==> src/rtl/cnn_addr_pkg.sv <==
// Shared types and constant helpers for the convolution window address generator.
//   addr_gen_state_t : generator FSM states
//   addr_t           : address word at the default address width
//   out_dim()        : number of window positions along one map dimension
//   cnt_width()      : counter width able to hold 0..n-1 (at least 1 bit)
package cnn_addr_pkg;

    localparam int unsigned ADDR_W_DEFAULT = 16;

    typedef logic [ADDR_W_DEFAULT-1:0] addr_t;

    typedef enum logic [1:0] {
        IDLE = 2'd0,
        GEN  = 2'd1,
        FIN  = 2'd2
    } addr_gen_state_t;

    function automatic int unsigned out_dim(input int unsigned array,
                                            input int unsigned win,
                                            input int unsigned stride);
        return (array - win) / stride + 1;
    endfunction

    function automatic int unsigned cnt_width(input int unsigned n);
        return (n <= 1) ? 1 : $clog2(n);
    endfunction

endpackage

==> src/rtl/addr_loop_counter.sv <==
// Wrapping loop counter: counts 0..i_max, advancing on i_inc.
//   clk, rst : clock, synchronous active-high reset
//   i_clr    : synchronous clear (new run)
//   i_inc    : advance by one, wrapping to 0 after i_max
//   i_max    : last count value
//   o_count  : current count
//   o_last   : count equals i_max
//   o_wrap   : this increment wraps (carry into the next outer loop)
module addr_loop_counter
    import cnn_addr_pkg::*;
#(
    parameter int unsigned WIDTH = 4
) (
    input  logic             clk,
    input  logic             rst,
    input  logic             i_clr,
    input  logic             i_inc,
    input  logic [WIDTH-1:0] i_max,
    output logic [WIDTH-1:0] o_count,
    output logic             o_last,
    output logic             o_wrap
);

    logic [WIDTH-1:0] r_count;

    assign o_count = r_count;
    assign o_last  = (r_count == i_max);
    assign o_wrap  = i_inc && o_last;

    always_ff @(posedge clk) begin
        if (rst || i_clr) begin
            r_count <= '0;
        end else if (i_inc) begin
            r_count <= o_last ? '0 : r_count + WIDTH'(1);
        end
    end

endmodule

==> src/rtl/conv_window_addr_gen.sv <==
// Convolution window read-address generator.
// Walks a WIN_W x WIN_H window over an ARRAY_WIDTH x ARRAY_HEIGHT map with
// step STRIDE, over CHANNELS planes, emitting one address per handshake in
// loop order oy, ox, ch, wy, wx. Addresses are built incrementally (no
// multipliers) and wrap modulo 2^ADDRESS_WIDTH.
//   clk, rst    : clock, synchronous active-high reset
//   start       : run request, sampled only in IDLE
//   base_addr   : address of pixel (0,0) of channel 0, latched on start
//   busy        : run in progress (GEN)
//   addr_out    : current read address
//   addr_valid  : addr_out valid
//   addr_ready  : consumer accepts addr_out
//   win_first   : addr_out is the first address of a window position
//   win_last    : addr_out is the last address of a window position
//   done        : one-cycle pulse after the final address is accepted
module conv_window_addr_gen
    import cnn_addr_pkg::*;
#(
    parameter int unsigned ADDRESS_WIDTH = 16,
    parameter int unsigned ARRAY_WIDTH   = 28,
    parameter int unsigned ARRAY_HEIGHT  = 28,
    parameter int unsigned WIN_W         = 3,
    parameter int unsigned WIN_H         = 3,
    parameter int unsigned STRIDE        = 1,
    parameter int unsigned CHANNELS      = 1,
    parameter int unsigned CH_STRIDE     = ARRAY_WIDTH * ARRAY_HEIGHT
) (
    input  logic                     clk,
    input  logic                     rst,
    input  logic                     start,
    input  logic [ADDRESS_WIDTH-1:0] base_addr,
    output logic                     busy,
    output logic [ADDRESS_WIDTH-1:0] addr_out,
    output logic                     addr_valid,
    input  logic                     addr_ready,
    output logic                     win_first,
    output logic                     win_last,
    output logic                     done
);

    localparam int unsigned AW    = ADDRESS_WIDTH;
    localparam int unsigned OUT_W = out_dim(ARRAY_WIDTH, WIN_W, STRIDE);
    localparam int unsigned OUT_H = out_dim(ARRAY_HEIGHT, WIN_H, STRIDE);
    localparam int unsigned WX_W  = cnt_width(WIN_W);
    localparam int unsigned WY_W  = cnt_width(WIN_H);
    localparam int unsigned CH_W  = cnt_width(CHANNELS);
    localparam int unsigned OX_W  = cnt_width(OUT_W);
    localparam int unsigned OY_W  = cnt_width(OUT_H);

    localparam logic [AW-1:0] ROW_STEP  = AW'(ARRAY_WIDTH);
    localparam logic [AW-1:0] CH_STEP   = AW'(CH_STRIDE);
    localparam logic [AW-1:0] POS_STEP  = AW'(STRIDE);
    localparam logic [AW-1:0] LINE_STEP = AW'(STRIDE * ARRAY_WIDTH);

    addr_gen_state_t r_state;
    logic            r_busy;
    logic            r_valid;
    logic            r_done;
    logic [AW-1:0]   r_line_base;
    logic [AW-1:0]   r_pos_base;
    logic [AW-1:0]   r_ch_base;
    logic [AW-1:0]   r_row_base;
    logic [AW-1:0]   r_addr;

    logic            w_hs;
    logic            w_clr;
    logic [WX_W-1:0] w_wx;
    logic [WY_W-1:0] w_wy;
    logic [CH_W-1:0] w_ch;
    logic [OX_W-1:0] w_ox;
    logic [OY_W-1:0] w_oy;
    logic w_wx_last, w_wy_last, w_ch_last, w_ox_last, w_oy_last;
    logic w_wx_wrap, w_wy_wrap, w_ch_wrap, w_ox_wrap, w_oy_wrap;
    logic [AW-1:0] w_row_next, w_ch_next, w_pos_next, w_line_next;

    assign w_hs  = r_valid && addr_ready;
    assign w_clr = (r_state == IDLE) && start;

    assign w_row_next  = r_row_base  + ROW_STEP;
    assign w_ch_next   = r_ch_base   + CH_STEP;
    assign w_pos_next  = r_pos_base  + POS_STEP;
    assign w_line_next = r_line_base + LINE_STEP;

    // Loop nest, innermost first; each counter carries into the next on wrap.
    addr_loop_counter #(.WIDTH(WX_W)) u_wx (
        .clk(clk), .rst(rst), .i_clr(w_clr), .i_inc(w_hs),
        .i_max(WX_W'(WIN_W - 1)), .o_count(w_wx), .o_last(w_wx_last), .o_wrap(w_wx_wrap));
    addr_loop_counter #(.WIDTH(WY_W)) u_wy (
        .clk(clk), .rst(rst), .i_clr(w_clr), .i_inc(w_wx_wrap),
        .i_max(WY_W'(WIN_H - 1)), .o_count(w_wy), .o_last(w_wy_last), .o_wrap(w_wy_wrap));
    addr_loop_counter #(.WIDTH(CH_W)) u_ch (
        .clk(clk), .rst(rst), .i_clr(w_clr), .i_inc(w_wy_wrap),
        .i_max(CH_W'(CHANNELS - 1)), .o_count(w_ch), .o_last(w_ch_last), .o_wrap(w_ch_wrap));
    addr_loop_counter #(.WIDTH(OX_W)) u_ox (
        .clk(clk), .rst(rst), .i_clr(w_clr), .i_inc(w_ch_wrap),
        .i_max(OX_W'(OUT_W - 1)), .o_count(w_ox), .o_last(w_ox_last), .o_wrap(w_ox_wrap));
    addr_loop_counter #(.WIDTH(OY_W)) u_oy (
        .clk(clk), .rst(rst), .i_clr(w_clr), .i_inc(w_ox_wrap),
        .i_max(OY_W'(OUT_H - 1)), .o_count(w_oy), .o_last(w_oy_last), .o_wrap(w_oy_wrap));

    // Window markers qualify the presented address; r_valid is only set in GEN.
    assign win_first = r_valid && (w_wx == '0) && (w_wy == '0) && (w_ch == '0);
    assign win_last  = r_valid && w_wx_last && w_wy_last && w_ch_last;

    assign busy       = r_busy;
    assign addr_valid = r_valid;
    assign addr_out   = r_addr;
    assign done       = r_done;

    // Control FSM and incremental base registers; the innermost loop that does
    // not wrap decides which base is stepped and reloads all bases below it.
    always_ff @(posedge clk) begin
        if (rst) begin
            r_state     <= IDLE;
            r_busy      <= 1'b0;
            r_valid     <= 1'b0;
            r_done      <= 1'b0;
            r_line_base <= '0;
            r_pos_base  <= '0;
            r_ch_base   <= '0;
            r_row_base  <= '0;
            r_addr      <= '0;
        end else begin
            case (r_state)
                IDLE: begin
                    r_done <= 1'b0;
                    if (start) begin
                        r_line_base <= base_addr;
                        r_pos_base  <= base_addr;
                        r_ch_base   <= base_addr;
                        r_row_base  <= base_addr;
                        r_addr      <= base_addr;
                        r_busy      <= 1'b1;
                        r_valid     <= 1'b1;
                        r_state     <= GEN;
                    end
                end
                GEN: begin
                    if (w_hs) begin
                        if (!w_wx_last) begin
                            r_addr <= r_addr + AW'(1);
                        end else if (!w_wy_last) begin
                            r_row_base <= w_row_next;
                            r_addr     <= w_row_next;
                        end else if (!w_ch_last) begin
                            r_ch_base  <= w_ch_next;
                            r_row_base <= w_ch_next;
                            r_addr     <= w_ch_next;
                        end else if (!w_ox_last) begin
                            r_pos_base <= w_pos_next;
                            r_ch_base  <= w_pos_next;
                            r_row_base <= w_pos_next;
                            r_addr     <= w_pos_next;
                        end else if (!w_oy_last) begin
                            r_line_base <= w_line_next;
                            r_pos_base  <= w_line_next;
                            r_ch_base   <= w_line_next;
                            r_row_base  <= w_line_next;
                            r_addr      <= w_line_next;
                        end else begin
                            r_busy  <= 1'b0;
                            r_valid <= 1'b0;
                            r_done  <= 1'b1;
                            r_state <= FIN;
                        end
                    end
                end
                FIN: begin
                    r_done  <= 1'b0;
                    r_state <= IDLE;
                end
                default: begin
                    r_busy  <= 1'b0;
                    r_valid <= 1'b0;
                    r_done  <= 1'b0;
                    r_state <= IDLE;
                end
            endcase
        end
    end

endmodule

==> config.mk <==
export PLATFORM = sky130hd
export DESIGN_NAME = conv_window_addr_gen
export DESIGN_NICKNAME = d
export VERILOG_FILES = /design/src/rtl/cnn_addr_pkg.sv /design/src/rtl/addr_loop_counter.sv /design/src/rtl/conv_window_addr_gen.sv
export SDC_FILE = /design/constraint.sdc
export NUM_CORES = 1
export LEC_CHECK = 0
export ABC_CLOCK_PERIOD_IN_PS = 3400
export CORE_MARGIN = 2
export CORE_UTILIZATION = 40
export CTS_CLUSTER_DIAMETER = 120
export DETAILED_ROUTE_END_ITERATION = 6
export HOLD_SLACK_MARGIN = 0.02
export PLACE_DENSITY = 0.56
export SLEW_MARGIN = 20
export SYNTH_ARGS = -nofsm -noshare
export SYNTH_HDL_FRONTEND = slang
export SYNTH_HIERARCHICAL = 1
export SYNTH_SLANG_ARGS = --single-unit
==> constraint.sdc <==
create_clock -name clk -period 3.4 [get_ports clk]
set_clock_uncertainty 0.05 [all_clocks]
set_input_delay 0.34 -clock clk [delete_from_list [all_inputs] [get_ports clk]]
set_output_delay 0.34 -clock clk [all_outputs]
set_load 0.005 [all_outputs]
==> results.md <==
* Status: finished clean
* Clock Latency Late Sink at 0.36 ns
* Warnings from Yosys at 6
* # diodes at 0
* CTS Sinks at 99
* Pre-CTS WS at 0.568 ns
* Worst R2R Path Depth at 10
* Final HPWL DP at 17400 um
* Crit path to: addr_out[13]$_SDFFE_PP0P_
* Area delta synth->final at 14.1%
* Share of layout cells above drive strength 1 at 0.0982
* # port buffers at 40
* Slew @ Worst Pin at 0.797 ns
* Total wire length at 23600 um
* CP Launch Type: flip-flop
* Tot GR Track Use at 0.259
* Setup tns final at 0 ns
* PD cells at 395 nW/um^2
* Max capacitance violation total at 0
* Synth Cell Area at 7030 um^2
* Hold crit path type: reg -> reg
* Post-CTS setup repair buffer count at 0
* Fin crit period at 2.91 ns
* # nets final at 981
* Number of fill cells at 1779
* Flop2flop setup slack at 0.49 ns
* First-pass GRT wire length at 37000 um
* # resized after CTS at 0
* Drt via density at 6.02
* Row count at 48
* Slew headroom at 0.467
* Hold_buf cts at 0
* Crit path cell chain: xor2_2 > nor3_4 > and2_1 > buf_4 > and2_0 > nand2_1 > mux2i_1 > o31ai_2 > o211ai_1 > a2111oi_2
* Final ANT Viol Nets at 0
* Critical path peak fanout at 17
* Syn avg cell area at 7.71 um^2
* Num CTS Buffers at 9
* Count of pins over their slew limit at 0
* Pre-antenna DRT Iters at 5
* TritonCTS clock tree: done
* Worst path max stage delay at 0.52 ns
* Vias in the first global route at 6521
* CP endpoint kind: flip-flop
* FF+latch area at 1980 um^2
* End of the worst register-to-register path: addr_out[13]$_SDFFE_PP0P_
* Post-route DRC at 0
* Cell count after synthesis at 911
* Largest net degree at the start of global routing at 51
* RSZ-0062 raised after global routing: no
* Longest Clk Path Bufs at 2
* Die Y at 137 um
* Final period utilization at 0.855
* Worst setup path category: reg -> reg
* Reg-to-reg startpoint: u_ox/o_count[2]$_SDFFE_PP0P_
* Setup-failing EPs final at 0
* Die width at 137 um
* Placeable Area at 17200 um^2
* Starting DRT DRC Count at 664
* Worst Setup SP: u_ox/o_count[2]$_SDFFE_PP0P_
* Slowest stage cell, crit path: and2_0
* Root buf cell: clkbuf_16
* Htree depth at 3
* Routed len/inst at 20.0 um
* Initial antenna violation count at 0
* Routed vias at 7113
* Final hold vios at 0
* Clock-pin transition on the worst setup and hold timing paths at 0.07 ns
* DIE AREA at 18600 um^2
* Initial core utilization at 0.408
* Total gr overflow at 0
* Worst VDD drop at 0.244 mV
* Critical path arrival at 3.08 ns
* Multi-input gate area at 4790 um^2
* Static Leak at 2.85 nW
* GPL Wtd Cong at 0.931
* F_max at 344 MHz
* Critical Path RT at 3.57 ns
* Layout Utilization at 0.465
* Final worst slack at 0.492 ns
* Io pins at 41
-- worst min-delay path by stage --
stage                     slack [ns]  depth (start not counted)                            to                  startpoint
after CTS                       0.41                          2    r_ch_base[14]$_SDFFE_PP0P_  r_ch_base[14]$_SDFFE_PP0P_
after global routing            0.44                          2     r_ch_base[3]$_SDFFE_PP0P_   r_ch_base[3]$_SDFFE_PP0P_
after floorplan                 0.35                          1  u_wx/o_count[0]$_SDFFE_PP0P_                         rst
after global placement          0.40                          2    r_ch_base[14]$_SDFFE_PP0P_  r_ch_base[14]$_SDFFE_PP0P_
after detailed placement        0.41                          2    r_ch_base[14]$_SDFFE_PP0P_  r_ch_base[14]$_SDFFE_PP0P_
final                           0.41                          2     r_ch_base[3]$_SDFFE_PP0P_   r_ch_base[3]$_SDFFE_PP0P_
-- placed cells by master (no fill, tap or decap), types with 7 or more instances in the layout --
cell               n
nand2_1          100
dfxtp_1           99
nor2_1            81
o21ai_0           60
a21oi_1           51
clkdlybuf4s50_1   39
nand3_1           37
a31oi_1           34
xnor2_1           30
buf_4             28
xor2_1            25
conb_1            25
nor3_1            23
inv_1             17
a211oi_1          16
o211ai_1          15
mux2i_1           13
nand2b_1          12
nor4_1            12
nand4_1           11
and2_1            10
or2_2             10
nor2b_1           10
clkbuf_16          9
a22oi_1            8
o21ai_1            8
ha_1               8
or3_1              7
o31ai_1            7
o22ai_1            7
o2111ai_1          7
-- registers in the layout, summed over array words and instances (netlist names), 2 cells and up --
| register | flops |
|---|---|
| addr_out | 16 |
| r_ch_base | 16 |
| r_line_base | 16 |
| r_pos_base | 16 |
| r_row_base | 16 |
| r_state | 2 |
| u_ox/o_count | 5 |
| u_oy/o_count | 5 |
| u_wx/o_count | 2 |
| u_wy/o_count | 2 |
-- critical path: cells and delay by family, from the launching register on --
family	cells	cell delay (ns)
AND/OR/NAND/NOR	4	1.18
flip-flops	1	0.40
AO/OA/AOI/OAI	3	0.36
multiplexers	1	0.32
buffers and inverters	1	0.25
XOR/XNOR	1	0.22
-- final cells by class --
class                           count  share of cell area
Inverter                           20             0.00936
Multi-Input combinational cell    755               0.597
Timing Repair Buffer               68              0.0755
Clock inverter                      5             0.00687
Clock buffer                       10              0.0286
Tap cell                          225              0.0351
Sequential cell                    99               0.247
-- metrics by stage --
step           area, um^2  power (mW)  hold slack [ns]  instances
2_1_floorplan        7110        1.85            0.355        934
5_1_grt              8020        3.31            0.436       1182
4_1_cts              8020        3.18            0.414       1182
3_3_place_gp         7730        2.13            0.401       1167
6_report             8020        3.17            0.413       1182
3_5_place_dp         7730        2.13            0.406       1167
-- power by group --
part           internal (mW)  leakage (nW)  switching [mW]  total, mW
clock                  0.566         0.134           0.487       1.05
sequential              1.25         0.813           0.120       1.36
combinational          0.293          1.90           0.457      0.749
-- metal layers --
layer / up-vias / part of all wire / GRT usage
li1: 3448 / - / -
met1: 3421 / 0.46 / 0.363
met2: 216 / 0.46 / 0.407
met3: 28 / 0.060 / 0.0426
met4: 0 / 0.020 / 0.0810
met5: - / 0 / 0
(Power assumes the default switching activity.)
==> edit 1 (config.mk and constraints unchanged) <==
Set the parameter `WIN_H` to 6 (it was 3).
--- a/src/rtl/conv_window_addr_gen.sv
+++ b/src/rtl/conv_window_addr_gen.sv
@@ -20,7 +20,7 @@
     parameter int unsigned ARRAY_WIDTH   = 28,
     parameter int unsigned ARRAY_HEIGHT  = 28,
     parameter int unsigned WIN_W         = 3,
-    parameter int unsigned WIN_H         = 3,
+    parameter int unsigned WIN_H         = 6,
     parameter int unsigned STRIDE        = 1,
     parameter int unsigned CHANNELS      = 1,
     parameter int unsigned CH_STRIDE     = ARRAY_WIDTH * ARRAY_HEIGHT
Function: no difference found for any inputs over 4 cycles, from zero or initial values and one cycle with rst high; that may be too few to reach the edited logic, so the function may still have changed.
==> edit 1 against the original RTL <==
Wire length shrank 7.3%. Final cell count hardly changed. Sequential cell count increased by 1. Core utilization increased by 0.28 points. Synthesized cell count did not move. Synthesized area down 0.18%. Global-route usage decreased by 2.0 points. Design area grew 0.61%. Worst setup slack improved by 0.017 ns. Power increased by 2.4%. Largest cell class unchanged. Highest routed layer unchanged.
==> edit 1: results (changes against the original RTL) <==
metric	value	unit	change
antenna violations before repair	0		unchanged
Skew-Pair Late Insertion Delay	0.36	ns	about the same
outcome	finished, final reports clean		
post-DP HPWL	15900	um	-8.3%
crit path DAT	3.13	ns	+0.05 ns
crit path launch type	register		
worst reg2reg setup slack	0.51	ns	+0.02 ns
Relative slew margins	40.5	%	-6.2 points
Pleak	2.85	nW	about the same
largest net degree at the start of global routing	38		-25%
Routability Congestion	0.877		-5.8%
GRT Resource Usage Total	23.9	%	-2.0 points
Post-Place Worst Slack	0.504	ns	-0.0647 ns
Worst EP required	3.64	ns	+0.07 ns
number of global-route vias before repair	6089		-6.6%
DR WL met3	1180	um	-16%
Metal-1 WL	10900	um	+0.18%
min-delay src	r_ch_base[14]		
post-route insts no fill	1181		-0.085%
worst hold slack	0.412	ns	-0.00143 ns
layout cells sized above 1	9.94	%	+0.11 points
overall routed net length	21900	um	-7.3%
R2R cell count	9		-1
Worst Path Max Fanout	22		+5
Avg Synthesized Cell Area	7.70	um2	-0.18%
DR iter-0 viols	655		-1.4%
global-route wire length before repair	34500	um	-6.9%
worst reg2reg path startpoint	u_ox/o_count[1]		
routed length on met2	9460	um	-13%
## edit 1: changes by cell type in the layout (fill, tap and decap cells not counted), sizes merged, moves of 3 or more
| cell | change |
|---|---|
| clkbuf | +3 |
| a31oi | -4 |
| nand3 | +3 |
| o21ai | -3 |
| conb | -4 |
| clkinv | -3 |
| nor3 | -4 |
| inv | +3 |
| o21a | +3 |
## edit 1: cell type report
type | count | area (um2) | area share, %
Clock buffer | 13 | 280 | 3.48
Clock inverter | 3 | 42.5 | 0.527
Inverter | 21 | 78.8 | 0.977
Multi-Input combinational cell | 750 | 4750 | 59.0
Sequential cell | 100 | 2000 | 24.8
Tap cell | 225 | 282 | 3.49
Timing Repair Buffer | 69 | 626 | 7.76
## edit 1: where the power goes
part	switching [mW]	internal (mW)	leakage (nW)	total [mW]
Sequential	0.110	1.26	0.821	1.37
Combinational	0.444	0.290	1.87	0.735
Clock	0.489	0.651	0.158	1.14
## edit 1: worst max-delay path, stage by stage, from the launching register on
cell,delay (ns)
dfxtp_1,0.41
xor2_1,0.25
nor2_1,0.14
and2_1,0.27
buf_12,0.20
and2_1,0.27
a31oi_2,0.57
o21ai_0,0.20
or2_2,0.33
o22ai_1,0.11
## edit 1: routing by layer
| layer | track usage, % | vias up |
|---|---|---|
| li1 | - | 3460 |
| met1 | 35.4 | 3234 |
| met2 | 36.5 | 186 |
| met3 | 2.72 | 21 |
| met4 | 6.83 | 0 |
| met5 | 0 | - |
## edit 1: how the worst max path moves through the flow
stage,endpoint,cells after the start
finish,r_row_base[12],9
floorplan,r_row_base[11],11
global placement,u_oy/o_count[0],9
detailed placement,u_oy/o_count[0],9
CTS,r_row_base[12],9
global route,r_row_base[12],9
==> edit 2 (same flow settings) <==
Without the edit above. Re-encode `addr_gen_state_t` (3 states) as one-hot, 3 bits wide.
--- a/src/rtl/cnn_addr_pkg.sv
+++ b/src/rtl/cnn_addr_pkg.sv
@@ -9,10 +9,10 @@
 
     typedef logic [ADDR_W_DEFAULT-1:0] addr_t;
 
-    typedef enum logic [1:0] {
-        IDLE = 2'd0,
-        GEN  = 2'd1,
-        FIN  = 2'd2
+    typedef enum logic [2:0] {
+        IDLE = 3'b001,
+        GEN  = 3'b010,
+        FIN  = 3'b100
     } addr_gen_state_t;
 
     function automatic int unsigned out_dim(input int unsigned array,
Check against the original RTL: no difference found for any inputs over 4 cycles, from zero or initial values and one cycle with rst high; so few cycles prove little.
==> edit 2 against the original RTL <==
Sequential cell count grew 1. Die area decreased by 1.0%. Synthesized area down 1.0%. Wire length fell by 5.0%. Power is 3.4% lower. Via count is 1.3% lower. Synthesized cell count rose by 0.33%. Highest routed layer unchanged. Worst setup slack lost 0.064 ns. Combinational power is 9.9% lower. Design area is 1.3% lower. Critical path depth did not move. Largest cell class unchanged. First-iteration DRC count grew 30%.
==> edit 2: results (changes against the original RTL) <==
metric	value	unit	change
Max rail drop VDD	0.248	mV	+1.6%
placed cell area	7640	um2	-1.2%
min-delay src	rst		
vias	7018		-1.3%
Yosys warnings	6		unchanged
Routability Congestion	0.880		-5.5%
worst reg2reg setup slack	0.43	ns	-0.06 ns
Antenna Nets Post-Route	0		unchanged
post-route insts no fill	1183		+0.085%
number of global-route vias before repair	6347		-2.7%
outcome	finished, final reports clean		
GRT met2 Usage	38.3	%	-2.5 points
Hold Path End	r_state[0]		
antenna violations before repair	0		unchanged
Reg clk slew, reported paths	0.07	ns	about the same
worst reg2reg path startpoint	u_oy/o_count[2]		
overall routed net length	22400	um	-5.0%
DR iter-0 viols	861		+30%
Pleak	2.77	nW	-2.8%
GR Layer Usage met3	4.62	%	+0.36 points
Worst Hold Class	input pin to register		
hold depth	3		+1
GR Util met1	35.8	%	-0.53 points
GRT Resource Usage Total	25.0	%	-0.92 points
H-tree lvl count	3		unchanged
Filler cells	1773		-0.34%
Worst-Margin Slew	0.996	ns	+0.200 ns
post-DP HPWL	16500	um	-4.9%
layout cells sized above 1	8.56	%	-1.3 points
global-route wire length before repair	35800	um	-3.3%
register area	2000	um2	+1.0%
Sw Ratio	33.0	%	-0.57 points
Mapped Cells	914		+0.33%
R2R Path End	addr_out[13]		
Worst Path Max Fanout	11		-6
largest net degree at the start of global routing	45		-12%
crit path DAT	3.19	ns	+0.11 ns
[edit 2: how the worst max path moves through the flow]
| stage | from | to | slack (ns) | depth (start not counted) |
|---|---|---|---|---|
| floorplan | u_oy/o_count[1] | addr_out[7] | 0.83 | 11 |
| detailed placement | u_oy/o_count[2] | addr_out[13] | 0.43 | 10 |
| CTS | u_oy/o_count[2] | addr_out[13] | 0.42 | 10 |
| global route | u_oy/o_count[1] | addr_out[13] | 0.20 | 10 |
| finish | u_oy/o_count[2] | addr_out[13] | 0.43 | 10 |
| global placement | u_oy/o_count[2] | addr_out[13] | 0.49 | 10 |
[edit 2: layout make-up]
class                   count  area share (%)
clock buffers              12            3.11
inverters                  17           0.806
well taps                 225            3.56
clock inverters             4           0.316
multi-input cells         757            59.3
repair buffers             68            7.65
flip-flops and latches    100            25.3
[edit 2: stage by stage]
stage | hold slack, ns | worst slack [ns] | power, mW
floorplan | 0.355 | 0.832 | 1.81
global placement | 0.399 | 0.489 | 2.07
detailed placement | 0.401 | 0.431 | 2.07
CTS | 0.356 | 0.419 | 3.07
global route | 0.387 | 0.196 | 3.20
finish | 0.365 | 0.427 | 3.06
[edit 2: power by group through the flow]
stage / Combinational [mW] / Clock, mW / Sequential, mW
after floorplan: 0.443 / 0 / 1.37
after global placement: 0.666 / 0 / 1.40
after detailed placement: 0.666 / 0 / 1.40
after CTS: 0.670 / 1.02 / 1.37
after global routing: 0.748 / 1.06 / 1.39
final: 0.675 / 1.01 / 1.38
[edit 2: worst max-delay path: stages, from the launching register on]
cell and delay, ns:
dfxtp_1 0.49, xor2_2 0.24, nor3_4 0.08, and2_1 0.19, and3_1 0.29, and2_1 0.25, o31ai_2 0.52, buf_4 0.29
nor2_1 0.05, a41o_1 0.20, a311oi_1 0.23
[edit 2: layer usage]
metal | vias to the layer above | routed length [um] | share of wire (%)
met2 | 218 | 9870 | 44
met3 | 25 | 1370 | 6.1
li1 | 3485 | - | -
met4 | 0 | 370 | 1.6
met1 | 3290 | 10800 | 48
met5 | - | 0 | 0
